**config.mk**
```make
export PLATFORM = sky130hd
export DESIGN_NAME = pci_master_arb
export DESIGN_NICKNAME = d
export VERILOG_FILES = /design/src/rtl/pci_master_arb.sv
export SDC_FILE = /design/constraint.sdc
export NUM_CORES = 1
export LEC_CHECK = 0
export ABC_AREA = 1
export ABC_CLOCK_PERIOD_IN_PS = 1300
export CAP_MARGIN = 5
export CORE_MARGIN = 2
export CORE_UTILIZATION = 40
export CTS_CLUSTER_DIAMETER = 100
export DETAILED_ROUTE_END_ITERATION = 12
export PLACE_DENSITY = 0.71
export SETUP_SLACK_MARGIN = 0.4
export SLEW_MARGIN = 40
export SYNTH_ARGS = -nofsm -noshare
export SYNTH_HDL_FRONTEND = slang
export SYNTH_SLANG_ARGS = --single-unit
```
**constraint.sdc**
```tcl
create_clock -name clk -period 1.3 [get_ports clk]
set_input_delay 0.195 -clock clk [delete_from_list [all_inputs] [get_ports clk]]
set_output_delay 0.195 -clock clk [all_outputs]
set_load 0.1 [all_outputs]
```
**src/rtl/pci_master_arb.sv**
```systemverilog
// pci_master_arb: round-robin owner selection for the shared PCI initiator port.
// It runs the REQ#/GNT# handshake, waits for an idle bus before granting, and
// keeps the latency timer that tells the owner when to end its burst.
module pci_master_arb #(
   parameter int NREQ = 2
) (
   input  logic            clk,
   input  logic            rst,        // PCI RST#, asynchronous, active-low
   input  logic [NREQ-1:0] int_req,
   input  logic [NREQ-1:0] int_done,
   output logic [NREQ-1:0] int_grant,
   input  logic [7:0]      lat_timer,
   output logic            lat_expired,
   output logic            busy,
   output logic            pci_req,
   input  logic            pci_gnt,
   input  logic            pci_frame,
   input  logic            pci_irdy
);

   localparam int PTR_W = (NREQ > 1) ? $clog2(NREQ) : 1;

   typedef enum logic [1:0] {
      S_IDLE,
      S_REQ,
      S_OWN,
      S_REL
   } state_t;

   state_t            state_q,   state_d;
   logic [PTR_W-1:0]  winner_q,  winner_d;
   logic [PTR_W-1:0]  rr_ptr_q,  rr_ptr_d;
   logic [7:0]        lat_cnt_q, lat_cnt_d;
   logic              rel_cnt_q, rel_cnt_d;
   logic [NREQ-1:0]   grant_q,   grant_d;
   logic              pci_req_q, pci_req_d;

   logic [PTR_W-1:0]  pick;
   logic              found;
   logic [NREQ-1:0]   one_hot_lsb;

   assign one_hot_lsb = {{(NREQ-1){1'b0}}, 1'b1};

   // Round-robin search: first requesting bit after the last owner, wrapping.
   always_comb begin
      // NOTE: every variable written here gets a default first, so no latch is inferred.
      pick  = rr_ptr_q;
      found = 1'b0;
      for (int i = 1; i <= NREQ; i++) begin
         logic [PTR_W-1:0] idx;
         idx = PTR_W'((int'(rr_ptr_q) + i) % NREQ);
         if (!found && int_req[idx]) begin
            pick  = idx;
            found = 1'b1;
         end
      end
   end

   // Next state, winner, latency counter and registered outputs.
   always_comb begin
      state_d   = state_q;
      winner_d  = winner_q;
      rr_ptr_d  = rr_ptr_q;
      lat_cnt_d = lat_cnt_q;
      rel_cnt_d = rel_cnt_q;

      case (state_q)
         S_IDLE: begin
            // GNT# while idle is bus parking and does not start anything.
            if (|int_req) begin
               winner_d = pick;
               state_d  = S_REQ;
            end
         end
         S_REQ: begin
            if (!int_req[winner_q]) begin
               state_d   = S_REL;
               rel_cnt_d = 1'b0;
            end else if (!pci_gnt && pci_frame && pci_irdy) begin
               state_d   = S_OWN;
               lat_cnt_d = lat_timer;
            end
         end
         S_OWN: begin
            if (lat_cnt_q != 8'd0) lat_cnt_d = lat_cnt_q - 8'd1;
            if (int_done[winner_q]) begin
               state_d   = S_REL;
               rel_cnt_d = 1'b0;
            end
         end
         S_REL: begin
            // REQ# must stay high for two clocks between transactions.
            rr_ptr_d = winner_q;
            if (rel_cnt_q) state_d = S_IDLE;
            else           rel_cnt_d = 1'b1;
         end
         default: state_d = S_IDLE;
      endcase

      // Outputs are registered, so derive them from the state being entered.
      grant_d   = '0;
      pci_req_d = 1'b1;
      case (state_d)
         S_REQ: pci_req_d = 1'b0;
         S_OWN: begin
            grant_d   = one_hot_lsb << winner_d;
            pci_req_d = !int_req[winner_d];
         end
         default: ;
      endcase
   end

   // State and output registers; RST# clears everything immediately.
   always_ff @(posedge clk or negedge rst) begin
      if (!rst) begin
         state_q   <= S_IDLE;
         winner_q  <= '0;
         rr_ptr_q  <= PTR_W'(NREQ - 1);
         lat_cnt_q <= 8'd0;
         rel_cnt_q <= 1'b0;
         grant_q   <= '0;
         pci_req_q <= 1'b1;
      end else begin
         // NOTE: non-blocking assignments keep every flop sampling pre-edge values.
         state_q   <= state_d;
         winner_q  <= winner_d;
         rr_ptr_q  <= rr_ptr_d;
         lat_cnt_q <= lat_cnt_d;
         rel_cnt_q <= rel_cnt_d;
         grant_q   <= grant_d;
         pci_req_q <= pci_req_d;
      end
   end

   assign int_grant   = grant_q;
   assign pci_req     = pci_req_q;
   assign busy        = (state_q != S_IDLE);
   assign lat_expired = (state_q == S_OWN) && (lat_cnt_q == 8'd0) && pci_gnt;

endmodule

```
* After elaboration in Yosys (flattened, before gate mapping)
Index checks and enable logic that the tools add are counted. Widths: inputs -> output; s select.
Word-level totals: logic and storage cells 72, flip-flop bits (word level) 16, bits of input ports 17
Operators by class: add/subtract/negate cells 3, reduce and logical (&&, ||, !) cells 17, $lt $le $gt $ge 4, shift-type cells 1, mux-type cells 30, equality and inequality tests 10
Operator list (count):
- $mux 8 | 3
- $mux 1 | 17
- $pmux 8 s2 | 1
- $mux 2 | 6
- $ne 2x2->1 const B | 5
- $logic_not 8->1 | 1
- $lt 1x2->1 const B | 4
- $pmux 2 s4 | 1
- $reduce_bool 8->1 | 1
- $sub 8x1->8 const B | 1
- $eq 2x2->1 const B | 3
- $logic_and 1x1->1 | 5
- $eq 2x1->1 const B | 2
- $reduce_and 4->1 | 1
- $reduce_bool 2->1 | 2
- $logic_not 1->1 | 3
- $pmux 1 s3 | 1
- $reduce_and 3->1 | 1
- $reduce_bool 3->1 | 1
- $add 1x1->1 const B | 2
- $logic_not 2->1 | 1
- $pmux 1 s2 | 1
- $reduce_or 2->1 | 1
- $shl 1x1->2 const A | 1

* Depth between registers and ports, before layout
Gate-level depths: netlist of run 1.
depth in word-level cells 13, mapped depth 10, depth with buffers taken out 10

* Worst setup path before layout of run 1
OpenSTA, ideal clock, no wires.
path type flip-flop to output port, start point reg lat_cnt_q[0], end point out lat_expired, cell stages (with the launch flop) 8, path buffers 0, data required time 1.105 ns, data arrival time 2.334 ns, setup slack -1.229 ns, path through dfrtp_1 -> inv_1 -> ha_1 -> inv_1 -> nor2_1 -> nand2_1 -> or2_2 -> nor2_1
Between the ends: longest elaborated chain between the ends 3
Ends and longest elaborated chain:
- start, declared | line 33 | logic [7:0] lat_cnt_q, lat_cnt_d;
- start signal, assigned | line 128 | lat_cnt_q <= lat_cnt_d;
- $logic_not 8->1 | line 138 | assign lat_expired = (state_q == S_OWN) && (lat_cnt_q == 8'd0) && pci_gnt;
- $logic_and 1x1->1 (2 in series) | line 138
- end, declared | line 13 | output logic lat_expired,
Every way passes these cells.

* Worst setup path in the final report of run 1
Same ends and word-level chain as after synthesis.

==> results of run 1 <==
## cell families after synthesis
family                   synth area share
AO/OA/AOI/OAI                       0.101
flip-flops                          0.359
AND/OR/NAND/NOR                     0.414
adder cells (fa/ha/maj)            0.0223
buffers and inverters               0.104
## metrics by stage
step	power (µW)	cells	hold WS [ps]
2_1_floorplan	3050	165	-101
3_3_place_gp	4270	251	463
3_5_place_dp	4410	251	464
4_1_cts	5610	266	213
5_1_grt	6480	269	230
6_report	6070	269	216
## worst paths after layout
check / endpoint / slack (ps) / cells past startpoint
setup / recovery: lat_expired / -530 / 8
hold / removal: rel_cnt_q / 220 / 2
setup reg to reg: pci_req / -350 / 12
hold reg to reg: rr_ptr_q / 490 / 2
max in group asynchronous: rr_ptr_q / 830 / 2
min in group clk: rr_ptr_q / 490 / 2
## registers in the layout (all words and copies together), names as in the netlist
signal	flops
lat_cnt_q	8
winner_q	1
state_q	2
rel_cnt_q	1
pci_req	1
int_grant	2
rr_ptr_q	1
## power breakdown
group          internal [µW]  switching (µW)  total, µW
clock network            171             181        352
registers                790             212       1000
logic                   2190            2520       4710
## routing by layer
layer | global-route usage | vias up | routed length (µm)
li1 | - | 658 | -
met1 | 0.255 | 650 | 1420
met2 | 0.506 | 32 | 2260
met3 | 0.0295 | 14 | 118
met4 | 0.110 | 0 | 97
met5 | 0 | - | 0
## cell usage in the layout, fill, tap and decap left out, drive strengths merged
cell           Yosys  layout
a21oi              2       2
ha                 2       2
clkbuf             1       4
nand2             63      63
or2                2       2
nand4              1       1
inv               24      23
nand3b             1       1
o211ai             1       1
nand3             17      17
o21ai             14      14
clkdlybuf4s50      0      16
dfstp              2       2
dfrtp             14      14
buf                2      56
nor2              19      19
clkinvlp           0       1
## final cells by class
| cell class | count | area (µm²) |
|---|---|---|
| clock buffer | 4 | 36.3 |
| inverter | 24 | 96.3 |
| sequential | 16 | 412 |
| tap | 31 | 38.8 |
| timing repair buffer | 72 | 729 |
| multi-input combinational | 122 | 796 |
| fill | 186 | 602 |
## repair_timing
action	CTS	global route
cloned	0	0
setup buffers	11	3
setup endpoints to repair	21	21
resized for setup	49	15
pin swaps	14	11
==> results_dict.tcl, run 1 <==
set metrics [dict create \
    outcome "finished with violations" \
    violations "setup timing" \
    finClkSkew_ps 0.546 \
    finalWirelength_mm 3.90 \
    clock_latency_ps 290 \
    netlist_top_cells_area "dfrtp_1 (31%), nand2_1 (20%), nand3_1 (7.1%)" \
    async_reset_ff_frac 1.00 \
    synth_top_area_share 0.312 \
    viasPerCell 5.03 \
    final_nets 258 \
    ys.flop_type "dfrtp_1" \
    synthTopCellsByCount "nand2_1 (59), inv_1 (20), nand3_1 (16), nor2_1 (16), dfrtp_1 (14)" \
    critPathLaunch "lat_cnt_q[0]" \
    start_util 0.414 \
    cp_top_family "simple AND/OR/NAND/NOR gates" \
    syn_nets 184 \
    fin_crit_ps 1830 \
    final_area_mm2 0.00211 \
    postLayoutCoreUtil 0.778 \
    grt_max_degree 17 \
    grt_pass1_vias 1509 \
    finalHoldViolCount 0 \
    place_congestion 0.827 \
    r2r_start "state_q[0]" \
    ios 22 \
    worstMarginPinSlew_ps 287 \
    drc_errors 0 \
    n_antenna_cell 0 \
    cts_tree "built" \
    cpPeakStageDelay_ps 410 \
    crit_path_cell_trace "inv_2 > ha_4 > inv_2 > nor2_2 > nand2_1 > or2_4 > nor2_4 > buf_12" \
    synth_cells 165 \
    path_clk_slew_ps 110 \
    hold_class "primary input to asynchronous set/reset pin" \
    clockRootBuffer "clkbuf_4" \
    final_antenna_net_count 0 \
    fp.dieH_um 57.0 \
    clock-sinks 16 \
    crit_arrival_ps 1630 \
    antenna_found_initial 0 \
    syn2layout_area_growth_pct 87.8 \
    maxSlewHeadroom 0.807 \
    grt.overflow.total 0 \
    crit_required_ps 1110 \
    coreArea_mm2 0.00271 \
    drive_above_1_share 0.521 \
    cts_hold_buffers 0 \
    wl_per_cell_um 14.5 \
    post-dp-hpwl_mm 2.47 \
    slew_violations 0 \
    cap_violations 0 \
    final.setup.tns_ps -5110 \
    cts-htree-levels 1 \
    die_x_um 57.0 \
    ys_ff_latch 16 \
    gr-usage-all-layers 0.252 \
    synth.most_common_cell "nand2_1" \
    synth_edf_count 0 \
    period_share 1.40 \
    critPathMaxFanout 2 \
    grt_pass1_wl_mm 6.35 \
    fmax_mhz 548 \
    syn_area_mm2 0.00112 \
    crit_type "register to primary output" \
    die_area_mm2 0.00325 \
    first_pass_iters 4 \
    syn_area_per_cell_um2 6.80 \
    synth_cell_types 21 \
    dpl_worst_slack_ps -287 \
    critPathSlowestCell "dfrtp_1" \
    crit_buf_inv 3 \
    cts_made_buffers 3 \
    vias 1354 \
    drtIter0Drc 55 \
    ir_worst_vdd_mv 2.20 \
    yosysWarnings 0 \
    powerDensity_mw_per_mm2 2880 \
    synth_top_area_cell "dfrtp_1" \
    critPathLaunchType "register" \
    clk_path_buf_depth 2 \
    place_area_mm2 0.00173 \
    synth.yosys.seq_area_share 0.359 \
    row_count 19 \
    rsz0062_at_grt "true" \
    setup_viol 18 \
    cp-end-kind "primary output" \
    io_buffers 21 \
    cp_common_cell "inv_2" \
    finalWorstSetupSlack_ps -526 \
    p_leak_uw 0.00104 \
]
Power figures use the tool's default switching activity.
==> run 2, diff against run 1 <==
--- a/config.mk
+++ b/config.mk
@@ -9,10 +9,10 @@
 export ABC_CLOCK_PERIOD_IN_PS = 1300
 export CAP_MARGIN = 5
 export CORE_MARGIN = 2
-export CORE_UTILIZATION = 40
+export CORE_UTILIZATION = 30
 export CTS_CLUSTER_DIAMETER = 100
 export DETAILED_ROUTE_END_ITERATION = 12
-export PLACE_DENSITY = 0.71
+export PLACE_DENSITY = 0.57
 export SETUP_SLACK_MARGIN = 0.4
 export SLEW_MARGIN = 40
 export SYNTH_ARGS = -nofsm -noshare
==> run 2 against run 1 <==
The run still ends with setup timing left. First-iteration DRC count is 13% lower. Via count shrank 6.5%. Hold slack improved by 67 ps. Flip-flop and latch count unchanged. Design area shrank 0.47%. Fmax is 4.9% higher. Critical endpoint unchanged. Largest cell class unchanged. Largest power group unchanged.
==> results_dict.tcl, run 2 (same netlist as run 1, synthesis figures left out) <==
set metrics [dict create \
    r2r_start "lat_cnt_q[0]" \
    die_area_mm2 0.00425 \
    setup_viol 13 \
    die_x_um 65.2 \
    dp.cells 262 \
    final_common_cell "nand2_1" \
    coreArea_mm2 0.00363 \
    postLayoutCoreUtil 0.577 \
    critPathMaxFanout 2 \
    clockRootBuffer "clkbuf_8" \
    critPathLaunchType "register" \
    fill_cells 302 \
    outcome "finished with violations" \
    start_util 0.309 \
    slew_violations 0 \
    fmax_mhz 575 \
    antenna_found_initial 0 \
    endpoint "lat_expired" \
    p_leak_uw 0.00102 \
    maxSlewHeadroom 0.779 \
    crit_type "register to primary output" \
    gr-usage-all-layers 0.174 \
    rrSetupSlack_ps -400 \
    clock_latency_ps 250 \
    wl_per_cell_um 12.2 \
    cts_tree "built" \
    fp.dieH_um 65.2 \
    finalHoldViolCount 0 \
    cts_made_buffers 3 \
    syn2layout_area_growth_pct 87.0 \
    ir_worst_vdd_mv 1.49 \
    clk_path_buf_depth 2 \
    worstMarginPinSlew_ps 328 \
    grt_pass1_vias 1275 \
    period_share 1.34 \
    vias 1266 \
    n_antenna_cell 0 \
    finalWirelength_mm 3.43 \
    finalWorstSetupSlack_ps -440 \
    fin_cells 281 \
    place_congestion 0.832 \
    hold_class "primary input to asynchronous set/reset pin" \
    cp-end-kind "primary output" \
    clock-sinks 16 \
    cap_violations 0 \
    powerDensity_mw_per_mm2 2800 \
    first_pass_iters 4 \
    path_clk_slew_ps 70 \
    ios 22 \
    crit_arrival_ps 1540 \
    drtIter0Drc 48 \
    crit_required_ps 1110 \
    r2r_cells 13 \
    drc_errors 0 \
    fin_crit_ps 1740 \
    grt.overflow.total 0 \
    viasPerCell 4.51 \
    cts-htree-levels 1 \
    layout_common_cells "nand2_1 (41), buf_4 (33), nand2_2 (16)" \
    reg2reg_to "lat_cnt_q[3]" \
    drive_above_1_share 0.519 \
    final_antenna_net_count 0 \
    regMostFlops "lat_cnt_q" \
    grt_max_degree 17 \
    rsz0062_at_grt "true" \
    row_count 22 \
    io_buffers 21 \
    final_nets 253 \
    critPathLaunch "lat_cnt_q[0]" \
    finClkSkew_ps 0.568 \
    largest_reg_flops 8 \
    grt_pass1_wl_mm 5.69 \
    violations "setup timing" \
    post-dp-hpwl_mm 2.20 \
]
run 2: timing repair:
| item | 4_1_cts | 5_1_grt |
|---|---|---|
| pin swaps | 11 | 4 |
| buffers inserted | 11 | 3 |
| resized for setup | 32 | 25 |
| cloned | 1 | 0 |
| hold buffers | 0 | 0 |
| endpoints found under the hold margin | 0 | 0 |
| setup endpoints to repair | 21 | 21 |
run 2: per-layer routing:
metal | wire length, µm | part of all wire | up-vias | track usage
li1 | - | - | 650 | -
met1 | 1540 | 0.45 | 589 | 0.227
met2 | 1750 | 0.51 | 23 | 0.290
met3 | 102 | 0.030 | 4 | 0.0291
met4 | 42 | 0.012 | 0 | 0.0599
met5 | 0 | 0 | - | 0
run 2: metrics by stage:
stage | setup slack [ps] | setup TNS [ps] | cell area (µm²) | power (µW) | hold slack [ps]
after floorplan | -365 | -565 | 1180 | 3050 | -101
after global placement | -229 | -2530 | 1720 | 4240 | 459
after detailed placement | -278 | -3040 | 1720 | 4300 | 475
after CTS | -424 | -2850 | 1990 | 5490 | 288
after global routing | -511 | -4740 | 2100 | 6300 | 307
final | -440 | -3820 | 2100 | 5880 | 283
run 2: critical path: stages (launching register included):
cell and delay (ps):
dfrtp_1 390, inv_2 80, ha_4 120, inv_2 30
nor2_1 80, nand2_1 80, or2_4 240, nor2_4 100
buf_12 180
run 2: layout make-up:
type                       count  area, µm²  share of cell area
multi-input combinational    122        800               0.381
inverter                      24       96.3              0.0459
sequential                    16        412               0.196
clock buffer                   4       55.1              0.0262
tap                           48       60.1              0.0286
timing repair buffer          67        676               0.322
run 2: how the worst min path moves through the flow:
stage	from	endpoint	slack [ps]	depth (start not counted)
after CTS	rst	lat_cnt_q[7]	290	2
after global placement	rel_cnt_q	rel_cnt_q	460	2
after global routing	rst	state_q[1]	310	2
after floorplan	rst	int_grant[0]	-100	0
final	rst	int_grant[1]	280	2
after detailed placement	rel_cnt_q	rel_cnt_q	480	2
run 2: power breakdown:
part           leakage, µW  internal, µW  total [µW]  switching, µW
Clock            0.0000288           269         454            186
Sequential        0.000190           792         977            185
Combinational     0.000803          2050        4450           2400
==> run 3, diff against run 2 <==
--- a/config.mk
+++ b/config.mk
@@ -9,10 +9,10 @@
 export ABC_CLOCK_PERIOD_IN_PS = 1300
 export CAP_MARGIN = 5
 export CORE_MARGIN = 2
-export CORE_UTILIZATION = 30
+export CORE_UTILIZATION = 40
 export CTS_CLUSTER_DIAMETER = 100
 export DETAILED_ROUTE_END_ITERATION = 12
-export PLACE_DENSITY = 0.57
+export PLACE_DENSITY = 0.71
 export SETUP_SLACK_MARGIN = 0.4
 export SLEW_MARGIN = 40
 export SYNTH_ARGS = -nofsm -noshare
==> results of run 3 <==
Same layout as run 1: the final DEF is identical, and so are final timing and power.
==> variant, RTL diff (settings of run 1) <==
Change the parameter `NREQ` from 2 to 8.
--- a/src/rtl/pci_master_arb.sv
+++ b/src/rtl/pci_master_arb.sv
@@ -3,5 +3,5 @@
 // keeps the latency timer that tells the owner when to end its burst.
 module pci_master_arb #(
-   parameter int NREQ = 2
+   parameter int NREQ = 8
 ) (
    input  logic            clk,
Ports: changed (resized int_done, int_grant and int_req); port bits go from 22 to 40. No check against the original RTL was run, so the function may have changed too.
==> variant against run 1 <==
  * The flow still finishes with violations (setup timing)
  * Worst setup slack worse by 0.96 ns
  * Sequential cell count is 10 higher
  * Largest cell class unchanged
  * Area after synthesis increased by 100%
  * Routed wire length increased by 130%
  * Final area increased by 100%
  * Cell count is 120% higher
  * Die area rose by 96%
Power is not shown: default switching activity piles up to over one toggle a cycle in this logic, so the estimate is an artifact.
==> variant: results (changes against run 1) <==
| Result | This run | vs run 1 |
|:---|:---|:---|
| Status | complete, but fails checks |  |
| Violated checks | setup timing |  |
| Average wire length per cell after detail routing | 15.4 um | +5.9% |
| Share of synthesized area occupied by flip-flops and latches | 0.285 | -0.0737 |
| First DRT Iteration DRCs | 190 | +250% |
| Share of cell area taken by muxes after synthesis | 0.00435 | +0.00435 |
| Critical path peak fanout | 5 | +3 |
| Total of buffers placed on input and output ports | 39 | +86% |
| Ratio of cells with drive above 1 in the final layout | 0.458 | -0.0630 |
| Number of failing setup endpoints in the final timing report | 25 | +7 |
| Clock transition at the register clock pins on the worst setup and hold paths after CTS | 0.10 ns |  |
| Dominant cells by area after synthesis | dfrtp_1, nand2_1, nand3_1 |  |
| GP Congestion | 0.847 | +2.4% |
| Number of warnings printed during yosys synthesis | 0 | unchanged |
| Post-detailed-placement cell area | 0.00366 mm2 | +110% |
| Global-route total usage across every layer | 0.259 | +0.00722 |
| Crit path max-delay cell type | dfstp_2 |  |
| Via count of the first global-routing pass | 2,963 | +96% |
| Library cell used as clock root buffer | clkbuf_8 |  |
| Synth top cells by count | nand2_1, inv_1, nand3_1, nor2_1, o21ai_0 |  |
| Final #Nets | 557 | +120% |
| Main synth FF type | dfrtp_1 |  |
| Fill cell count | 368 | +98% |
| Proportion of register bits with asynchronous set or reset after synthesis | 1.00 | unchanged |
| Detailed Place HPWL | 5770 um | +130% |
| Max Buffers Root-to-Sink | 2 | unchanged |
| Routed wire length | 9150 um | +130% |
| Xor/xnor share of the synthesized area | 0.0229 | +0.0229 |
| Arrival time at the worst endpoint | 2.97 ns | +1.34 ns |
| Final setup margin | -1.48 ns | -0.958 ns |
| Die X | 79.8 um | +40% |
| Compound-gate portion of the synthesized area | 0.116 | +0.0150 |
| Post-synthesis net count | 402 | +120% |
| Seq. cell area | 671 um2 | +63% |
| Remaining max-slew budget at the tightest pin | 0.714 | -0.0929 |
| Share of synthesized cell area in full adder, half adder and majority cells | 0.0163 | -0.00597 |
| First-pass GRT wire length | 13,100 um | +110% |
| Longest individual stage delay on the worst path | 0.59 ns | +0.18 ns |
| Pin count of the biggest net entering global routing | 27 | +10 |
| Post-synth cell types | 34 | +62% |
| Post-detailed-route via-to-cell ratio | 5.24 | +4.2% |
| Clk_skew | 0.00394 ns | +0.00339 ns |
| Post-Syn Area per Cell | 6.21 um2 | -8.7% |
[variant: cell types whose count changed in the layout (fill, tap and decap cells not counted), sizes merged, moves of 8 or more]
cell and delta:
buf +72, nand2 +71, nand3 +32, inv +29, o21ai +17, nor2 +16
a21oi +8, dfrtp +8
[variant: what timing repair did]
item                       in CTS  in global routing
pin swaps                      21                 24
gates resized for setup        57                 54
buffers inserted               16                 11
setup endpoints to repair      37                 37
cloned                          1                  0
[variant: final timing paths]
check / start / endpoint / slack [ns] / cells past startpoint
worst max-delay path: rr_ptr_q[1]$_DFFE_PN1P_ / winner_q[2]$_DFF_PN0_ / -1.48 / 15
worst min-delay path: rst / lat_cnt_q[7]$_DFFE_PN0P_ / 0.27 / 2
worst max register to register: rr_ptr_q[1]$_DFFE_PN1P_ / winner_q[2]$_DFF_PN0_ / -1.48 / 15
worst min register to register: rel_cnt_q$_DFFE_PN0P_ / rel_cnt_q$_DFFE_PN0P_ / 0.51 / 2
max in group asynchronous: rst / rr_ptr_q[0]$_DFFE_PN1P_ / 0.79 / 2
min in group clk: rel_cnt_q$_DFFE_PN0P_ / rel_cnt_q$_DFFE_PN0P_ / 0.51 / 2
[variant: layout make-up]
type | instances | area share
tap | 72 | 0.0211
sequential | 26 | 0.157
clock inverter | 1 | 0.00703
inverter | 53 | 0.0504
clock buffer | 3 | 0.00966
multi-input combinational | 285 | 0.410
timing repair buffer | 156 | 0.345
[variant: cell families after synthesis]
| group | after synthesis |
|---|---|
| buf+inv | 59 |
| fa+ha+maj | 3 |
| xor+xnor | 3 |
| mux | 1 |
| simple gates | 229 |
| compound gates | 49 |
| flops | 26 |
[variant: metal layers]
metal	vias up	GRT usage	part of all wire
met5	-	0	0
met4	0	0.0864	0.030
met3	29	0.0351	0.051
met2	102	0.465	0.52
met1	1491	0.318	0.40
li1	1503	-	-
[variant: critical path: cells and delay by family, from the launching register on]
family	cells	cell delay, ns
and+or+nand+nor	9	1.14
DFF	1	0.59
buffers and inverters	4	0.40
adders and majority gates	1	0.34
AOI/OAI and AO/OA	1	0.21
[variant: metrics by stage]
step / TNS [ns] / worst slack [ns]
global placement: -21.44 / -1.20
global route: -25.68 / -1.67
detailed placement: -22.39 / -1.28
CTS: -18.71 / -1.26
finish: -22.40 / -1.48
floorplan: -14.67 / -1.13
